<file path="config.mk">
export PLATFORM = sky130hd
export DESIGN_NAME = spi_frame_receiver
export DESIGN_NICKNAME = d
export VERILOG_FILES = /design/src/rtl/protocol_pkg.sv /design/src/rtl/sync_ff.sv /design/src/rtl/spi_frame_receiver.sv
export SDC_FILE = /design/constraint.sdc
export NUM_CORES = 1
export LEC_CHECK = 0
export BUFFER_PORTS_ARGS = -buffer_cell sky130_fd_sc_hd__buf_2
export CORE_ASPECT_RATIO = 0.75
export CORE_MARGIN = 2
export CORE_UTILIZATION = 38
export DETAILED_ROUTE_END_ITERATION = 8
export GPL_TIMING_DRIVEN = 0
export PLACE_DENSITY_LB_ADDON = 0.12
export SKIP_LAST_GASP = 1
export SLEW_MARGIN = 40
export SYNTH_ARGS = -nofsm -noshare
export SYNTH_HDL_FRONTEND = slang
export SYNTH_SLANG_ARGS = --single-unit
</file>
<file path="constraint.sdc">
create_clock -name clk -period 2.7 [get_ports clk]
set_input_delay 0.27 -clock clk [delete_from_list [all_inputs] [get_ports clk]]
set_output_delay 0.27 -clock clk [all_outputs]
set_load 0.05 [all_outputs]
</file>
<file path="src/rtl/protocol_pkg.sv">
// Shared protocol constants and types for the SPI front end.
package protocol_pkg;

   localparam int unsigned SPI_WORD_W      = 8;
   localparam logic [7:0]  SPI_ECHO_STATUS = 8'hA5;

   typedef enum logic {
      IDLE,
      ACTIVE
   } spi_rx_state_t;

endpackage

</file>
<file path="src/rtl/sync_ff.sv">
// N-stage synchroniser for one asynchronous input, resetting to a configurable idle level.
module sync_ff #(
   parameter int unsigned Stages   = 2,
   parameter logic        ResetVal = 1'b0
) (
   input  logic clk_i,
   input  logic rst_ni,
   input  logic d_i,
   output logic q_o
);

   logic [Stages-1:0] sync_q;

   always_ff @(posedge clk_i or negedge rst_ni) begin
      if (!rst_ni) begin
         sync_q <= {Stages{ResetVal}};
      end else begin
         sync_q <= {sync_q[Stages-2:0], d_i};
      end
   end

   assign q_o = sync_q[Stages-1];

endmodule

</file>
<file path="src/rtl/spi_frame_receiver.sv">
// Oversampling mode-0 SPI slave receiver: deserialises WIDTH-bit words and reports frame edges.
// Optional MISO echo of the previous word is enabled by defining SPI_MISO_ECHO_EN.
module spi_frame_receiver
   import protocol_pkg::*;
#(
   parameter int unsigned WIDTH       = SPI_WORD_W,
   parameter int unsigned SYNC_STAGES = 2
) (
   input  logic             clk,
   input  logic             rstn,
   input  logic             spi_sclk,
   input  logic             spi_cs_n,
   input  logic             spi_mosi,
   output logic             spi_miso,
   output logic [WIDTH-1:0] word_out,
   output logic             word_valid,
   output logic             frame_start,
   output logic             frame_end,
   output logic             frag_error
);

   localparam int unsigned CntW       = $clog2(WIDTH + 1);
   localparam int unsigned FillCycles = SYNC_STAGES + 1;
   localparam int unsigned FillW      = $clog2(FillCycles + 1);

   logic sclk_s, cs_s, mosi_s;
   logic sclk_hist_q, cs_hist_q;
   logic sclk_rise, sclk_fall, cs_rise, cs_fall;

   sync_ff #(.Stages(SYNC_STAGES), .ResetVal(1'b0)) u_sync_sclk (
      .clk_i  (clk),
      .rst_ni (rstn),
      .d_i    (spi_sclk),
      .q_o    (sclk_s)
   );

   sync_ff #(.Stages(SYNC_STAGES), .ResetVal(1'b1)) u_sync_cs (
      .clk_i  (clk),
      .rst_ni (rstn),
      .d_i    (spi_cs_n),
      .q_o    (cs_s)
   );

   sync_ff #(.Stages(SYNC_STAGES), .ResetVal(1'b0)) u_sync_mosi (
      .clk_i  (clk),
      .rst_ni (rstn),
      .d_i    (spi_mosi),
      .q_o    (mosi_s)
   );

   always_ff @(posedge clk or negedge rstn) begin
      if (!rstn) begin
         sclk_hist_q <= 1'b0;
         cs_hist_q   <= 1'b1;
      end else begin
         sclk_hist_q <= sclk_s;
         cs_hist_q   <= cs_s;
      end
   end

   assign sclk_rise = sclk_s & ~sclk_hist_q;
   assign sclk_fall = ~sclk_s & sclk_hist_q;
   assign cs_rise   = cs_s & ~cs_hist_q;
   assign cs_fall   = ~cs_s & cs_hist_q;

   spi_rx_state_t    state_q, state_d;
   logic [CntW-1:0]  cnt_q, cnt_d;
   logic [WIDTH-1:0] shift_q, shift_d, shift_next;
   logic [WIDTH-1:0] word_q, word_d;
   logic             word_valid_q, word_valid_d;
   logic             frame_start_q, frame_start_d;
   logic             frame_end_q, frame_end_d;
   logic             frag_q, frag_d;
   logic             armed_q, armed_d;
   logic [FillW-1:0] fill_q, fill_d;
   logic             filled;

   // The synchronisers come out of reset at idle levels, so a CS_N already low would look like a
   // fresh falling edge; only arm once the real pin has been seen high through the full pipeline.
   assign filled     = (fill_q == FillW'(FillCycles));
   assign shift_next = {shift_q[WIDTH-2:0], mosi_s};

   always_comb begin
      state_d       = state_q;
      cnt_d         = cnt_q;
      shift_d       = shift_q;
      word_d        = word_q;
      frag_d        = frag_q;
      word_valid_d  = 1'b0;
      frame_start_d = 1'b0;
      frame_end_d   = 1'b0;
      fill_d        = filled ? fill_q : fill_q + FillW'(1);
      armed_d       = armed_q | (filled & cs_s & cs_hist_q);

      unique case (state_q)
         IDLE: begin
            if (cs_fall && armed_q) begin
               frame_start_d = 1'b1;
               cnt_d         = '0;
               shift_d       = '0;
               frag_d        = 1'b0;
               state_d       = ACTIVE;
            end
         end
         ACTIVE: begin
            // CS_N rising takes priority over a coincident SCLK edge.
            if (cs_rise) begin
               frame_end_d = 1'b1;
               if (cnt_q != '0) begin
                  frag_d = 1'b1;
               end
               cnt_d   = '0;
               shift_d = '0;
               state_d = IDLE;
            end else if (sclk_rise) begin
               shift_d = shift_next;
               if (cnt_q == CntW'(WIDTH - 1)) begin
                  word_d       = shift_next;
                  word_valid_d = 1'b1;
                  cnt_d        = '0;
               end else begin
                  cnt_d = cnt_q + CntW'(1);
               end
            end
         end
         default: state_d = IDLE;
      endcase
   end

   always_ff @(posedge clk or negedge rstn) begin
      if (!rstn) begin
         state_q       <= IDLE;
         cnt_q         <= '0;
         shift_q       <= '0;
         word_q        <= '0;
         word_valid_q  <= 1'b0;
         frame_start_q <= 1'b0;
         frame_end_q   <= 1'b0;
         frag_q        <= 1'b0;
         armed_q       <= 1'b0;
         fill_q        <= '0;
      end else begin
         state_q       <= state_d;
         cnt_q         <= cnt_d;
         shift_q       <= shift_d;
         word_q        <= word_d;
         word_valid_q  <= word_valid_d;
         frame_start_q <= frame_start_d;
         frame_end_q   <= frame_end_d;
         frag_q        <= frag_d;
         armed_q       <= armed_d;
         fill_q        <= fill_d;
      end
   end

   assign word_out    = word_q;
   assign word_valid  = word_valid_q;
   assign frame_start = frame_start_q;
   assign frame_end   = frame_end_q;
   assign frag_error  = frag_q;

`ifdef SPI_MISO_ECHO_EN
   // Status byte occupies the top bits so it is shifted out first.
   localparam logic [WIDTH+7:0] EchoExt  = {SPI_ECHO_STATUS, {WIDTH{1'b0}}};
   localparam logic [WIDTH-1:0] EchoInit = EchoExt[WIDTH+7:8];

   logic [WIDTH-1:0] echo_q, echo_d;
   logic             miso_q, miso_d;

   always_comb begin
      echo_d = echo_q;
      miso_d = miso_q;
      if (frame_start_d) begin
         miso_d = EchoInit[WIDTH-1];
         echo_d = EchoInit << 1;
      end else if (word_valid_d) begin
         echo_d = word_d;
      end else if (state_q == ACTIVE && !cs_rise && sclk_fall) begin
         miso_d = echo_q[WIDTH-1];
         echo_d = echo_q << 1;
      end
   end

   always_ff @(posedge clk or negedge rstn) begin
      if (!rstn) begin
         echo_q <= '0;
         miso_q <= 1'b0;
      end else begin
         echo_q <= echo_d;
         miso_q <= miso_d;
      end
   end

   assign spi_miso = miso_q;
`else
   logic unused_fall;
   assign unused_fall = sclk_fall;
   assign spi_miso    = 1'b0;
`endif

endmodule

</file>
==> impl_metrics.env <==
export IMPL_status="finished, final reports clean"
export IMPL_drc_errors_left=0
export IMPL_cts_repair_resize_count=0
export IMPL_cp_arrival_ns=1.77
export IMPL_antenna_found_initial=0
export IMPL_tns_ns=0
export IMPL_rsz0062_at_grt="false"
export IMPL_placeable_core_region_sq_um=3360
export IMPL_final_hold_viol_count=0
export IMPL_via_count_of_the_first_global_routing_pass=816
export IMPL_cts_htree_levels=2
export IMPL_final_util=0.484
export IMPL_numCtsBuffers=5
export IMPL_clk_root_buf="clkbuf_8"
export IMPL_startpoint_type="register"
export IMPL_wire_length_of_the_first_global_routing_pass_mm=3.91
export IMPL_fin_area_sq_um=1630
export IMPL_fin_skew_ns=0.00499
export IMPL_p_per_area_nw_per_um2=713
export IMPL_worst_path_max_fanout=9
export IMPL_route_detailed_wl_per_inst_um=12.8
export IMPL_die_span_in_x_um=73.2
export IMPL_global_route_usage_met3=0.0598
export IMPL_timing_worst_setup_path_type="register to register"
export IMPL_period_share=0.591
export IMPL_use_met2=0.165
export IMPL_required_ns=2.87
export IMPL_timing_critical_path_max_delay_family="flip-flops"
export IMPL_maximum_number_of_pins_on_one_net_before_global_route_repair=36
export IMPL_first_iter_violations=48
export IMPL_timing_final_crit_period_ns=1.60
export IMPL_route_detailed_vias_per_inst=4.86
export IMPL_postRouteAntennaNets=0
export IMPL_yosys_register_bits=35
export IMPL_dr_total_vias=860
export IMPL_layout_nets=144
export IMPL_start_util=0.407
export IMPL_worstSkewPairLatency_ns=0.29
export IMPL_cts_reportedPaths_clkPinSlew_ns=0.07
export IMPL_final_layout_size_suffix_gt1_frac=0.299
export IMPL_timing_final_max_slew_violations=0
export IMPL_path_cells="nor2b_1 > nor2_1 > nand3_2 > mux2_2"
export IMPL_timing_critical_path_to_type="register"
export IMPL_r2r_start="cs_hist_q$_DFF_PN1_"
export IMPL_post_synth_cell_area_avg_sq_um=12.2
export IMPL_antenna_cells_inserted=0
export IMPL_layout_cells_most_common="dfrtp_1"
export IMPL_grt_ovfl_total=0
export IMPL_post_dp_area_sq_um=1500
export IMPL_max_stage_delay_ns=0.58
export IMPL_detailedRoute_firstPassIterationCount=4
export IMPL_path_buf_inv=0
export IMPL_tritoncts="built"
export IMPL_routed_wirelength_mm=2.27
export IMPL_max_cap_violations=0
export IMPL_chipHeight_um=55.9
export IMPL_worst_hold_startpoint="spi_cs_n"
export IMPL_max_freq_mhz=627
export IMPL_vdd_drop_max_mv=0.325
export IMPL_setup_violations_final=0
export IMPL_post_synth_instance_area_sq_um=1370
export IMPL_post_synth_inst_count=112
export IMPL_floorplan_die_area_sq_um=4090
export IMPL_critical_path_slowest_cell="dfstp_2"
export IMPL_port_buffers=16
export IMPL_cts_buffer_depth=2
export IMPL_mostFrequentLayoutCells="dfrtp_1, buf_2, inv_1, o21ai_0, mux2_2"
export IMPL_grt_use_total=0.130
export IMPL_synth_yosys_seq_area_share=0.644
export IMPL_start_point_of_the_critical_path="cs_hist_q$_DFF_PN1_"
export IMPL_place_inst=168
export IMPL_final_cell_count_no_fill=177
export IMPL_rows=18
export IMPL_globalRoute_busiestLayer="met1"
export IMPL_ys_warnings_count=0
export IMPL_synth_cell_type_count=29
export IMPL_area_growth_syn_to_layout_pct=19.1
export IMPL_dpl_hpwl_mm=1.47
export IMPL_syn_nets=120
export IMPL_grt_util_met1=0.184
export IMPL_static_leakage_power_uw=0.000784
export IMPL_clkSinkCount=35
export IMPL_gpl_final_weighted_congestion=0.751
export IMPL_hold_path_class="input pin to register"
export IMPL_floorplan_io_pins=18
==> routing by layer <==
| layer | vias up | wire (um) |
|---|---|---|
| li1 | 429 | - |
| met2 | 31 | 866 |
| met4 | 0 | 45 |
| met5 | - | 0 |
| met3 | 5 | 187 |
| met1 | 395 | 1170 |
==> worst register-to-register path, cell delays in order, from the launching register on <==
cell     delay [ns]
dfstp_2        0.58
nor2b_1        0.08
nor2_1         0.22
nand3_2        0.26
mux2_2         0.35
==> area by class of cell <==
| cell class | instances | area, sq um |
|---|---|---|
| Tap cell | 40 | 50.0 |
| Timing Repair Buffer | 17 | 92.6 |
| Buffer | 5 | 25.0 |
| Inverter | 13 | 48.8 |
| Sequential cell | 35 | 880 |
| Clock inverter | 2 | 35.0 |
| Fill cell | 320 | 1730 |
| Clock buffer | 6 | 82.6 |
| Multi-Input combinational cell | 59 | 412 |
==> stage by stage <==
step | hold slack [ns] | setup WS, ns | power (uW)
floorplan | -0.0256 | 1.18 | 646
global placement | 0.333 | 1.11 | 681
detailed placement | 0.336 | 1.08 | 683
CTS | 0.0649 | 1.07 | 1180
global route | 0.0590 | 0.978 | 1220
finish | 0.0789 | 1.10 | 1160
==> synth_stat cells, drive strengths merged <==
| cell | n | area (sq um) |
|---|---|---|
| xnor2 | 1 | 8.76 |
| nand2 | 3 | 11.3 |
| o21bai | 1 | 7.51 |
| nor4b | 1 | 8.76 |
| nand2b | 2 | 12.5 |
| or3 | 1 | 6.26 |
| nand3 | 3 | 20.0 |
| inv | 13 | 48.8 |
| and3 | 1 | 6.26 |
| mux2 | 9 | 101 |
| a211oi | 1 | 7.51 |
| o21ai | 12 | 60.1 |
| o211ai | 1 | 7.51 |
| a31o | 1 | 8.76 |
| clkbuf | 2 | 7.51 |
| dfstp | 3 | 78.8 |
| nand4 | 8 | 50.1 |
| ha | 3 | 37.5 |
| conb | 1 | 3.75 |
| dfrtp | 32 | 801 |
| nor2b | 2 | 12.5 |
| nor2 | 3 | 11.3 |
| buf | 3 | 17.5 |
| or4 | 1 | 7.51 |
| nor3 | 1 | 5.00 |
| a31oi | 2 | 12.5 |
| a21oi | 1 | 5.00 |
==> worst paths after layout <==
| kind | to | slack (ns) | cells past startpoint |
|---|---|---|---|
| min | u_sync_cs.sync_q[0]$_DFF_PN1_ | 0.08 | 1 |
| max in group asynchronous | u_sync_cs.sync_q[1]$_DFF_PN1_ | 1.89 | 2 |
| min reg2reg | u_sync_sclk.sync_q[1]$_DFF_PN0_ | 0.35 | 0 |
| max reg2reg | word_out[0]$_DFFE_PN0P_ | 1.10 | 4 |
| max | word_out[0]$_DFFE_PN0P_ | 1.10 | 4 |
| min in group asynchronous | word_out[7]$_DFFE_PN0P_ | 0.47 | 2 |
==> state kept, by name, summed over array words and instances (netlist names) <==
| name | cells |
|---|---|
| fill_q | 2 |
| u_sync_mosi.sync_q | 2 |
| sclk_hist_q | 1 |
| word_out | 8 |
| frame_start | 1 |
| cnt_q | 4 |
| u_sync_sclk.sync_q | 2 |
| cs_hist_q | 1 |
| frag_error | 1 |
| armed_q | 1 |
| u_sync_cs.sync_q | 2 |
| state_q | 1 |
| frame_end | 1 |
| word_valid | 1 |
| shift_q | 7 |
==> where the power goes <==
part | internal [uW] | switching (uW)
combinational | 30.4 | 70.0
sequential | 551 | 20.6
clock | 299 | 188
==> kinds of logic after synthesis <==
kind of cell | synth area share
XOR/XNOR | 0.00642
AO/OA/AOI/OAI | 0.0797
adder cells (fa/ha/maj) | 0.0275
multiplexers | 0.0742
flip-flops | 0.644
buffers and inverters | 0.0541
AND/OR/NAND/NOR | 0.111
other | 0.00275
==> repair_timing <==
item                                    4_1_cts  5_1_grt
endpoints found under the hold margin         0       32
setup buffers                                 0        0
endpoints found under the setup margin        0        0
hold buffers                                  0        1
Note: power is estimated with default switching activity, not from simulation.
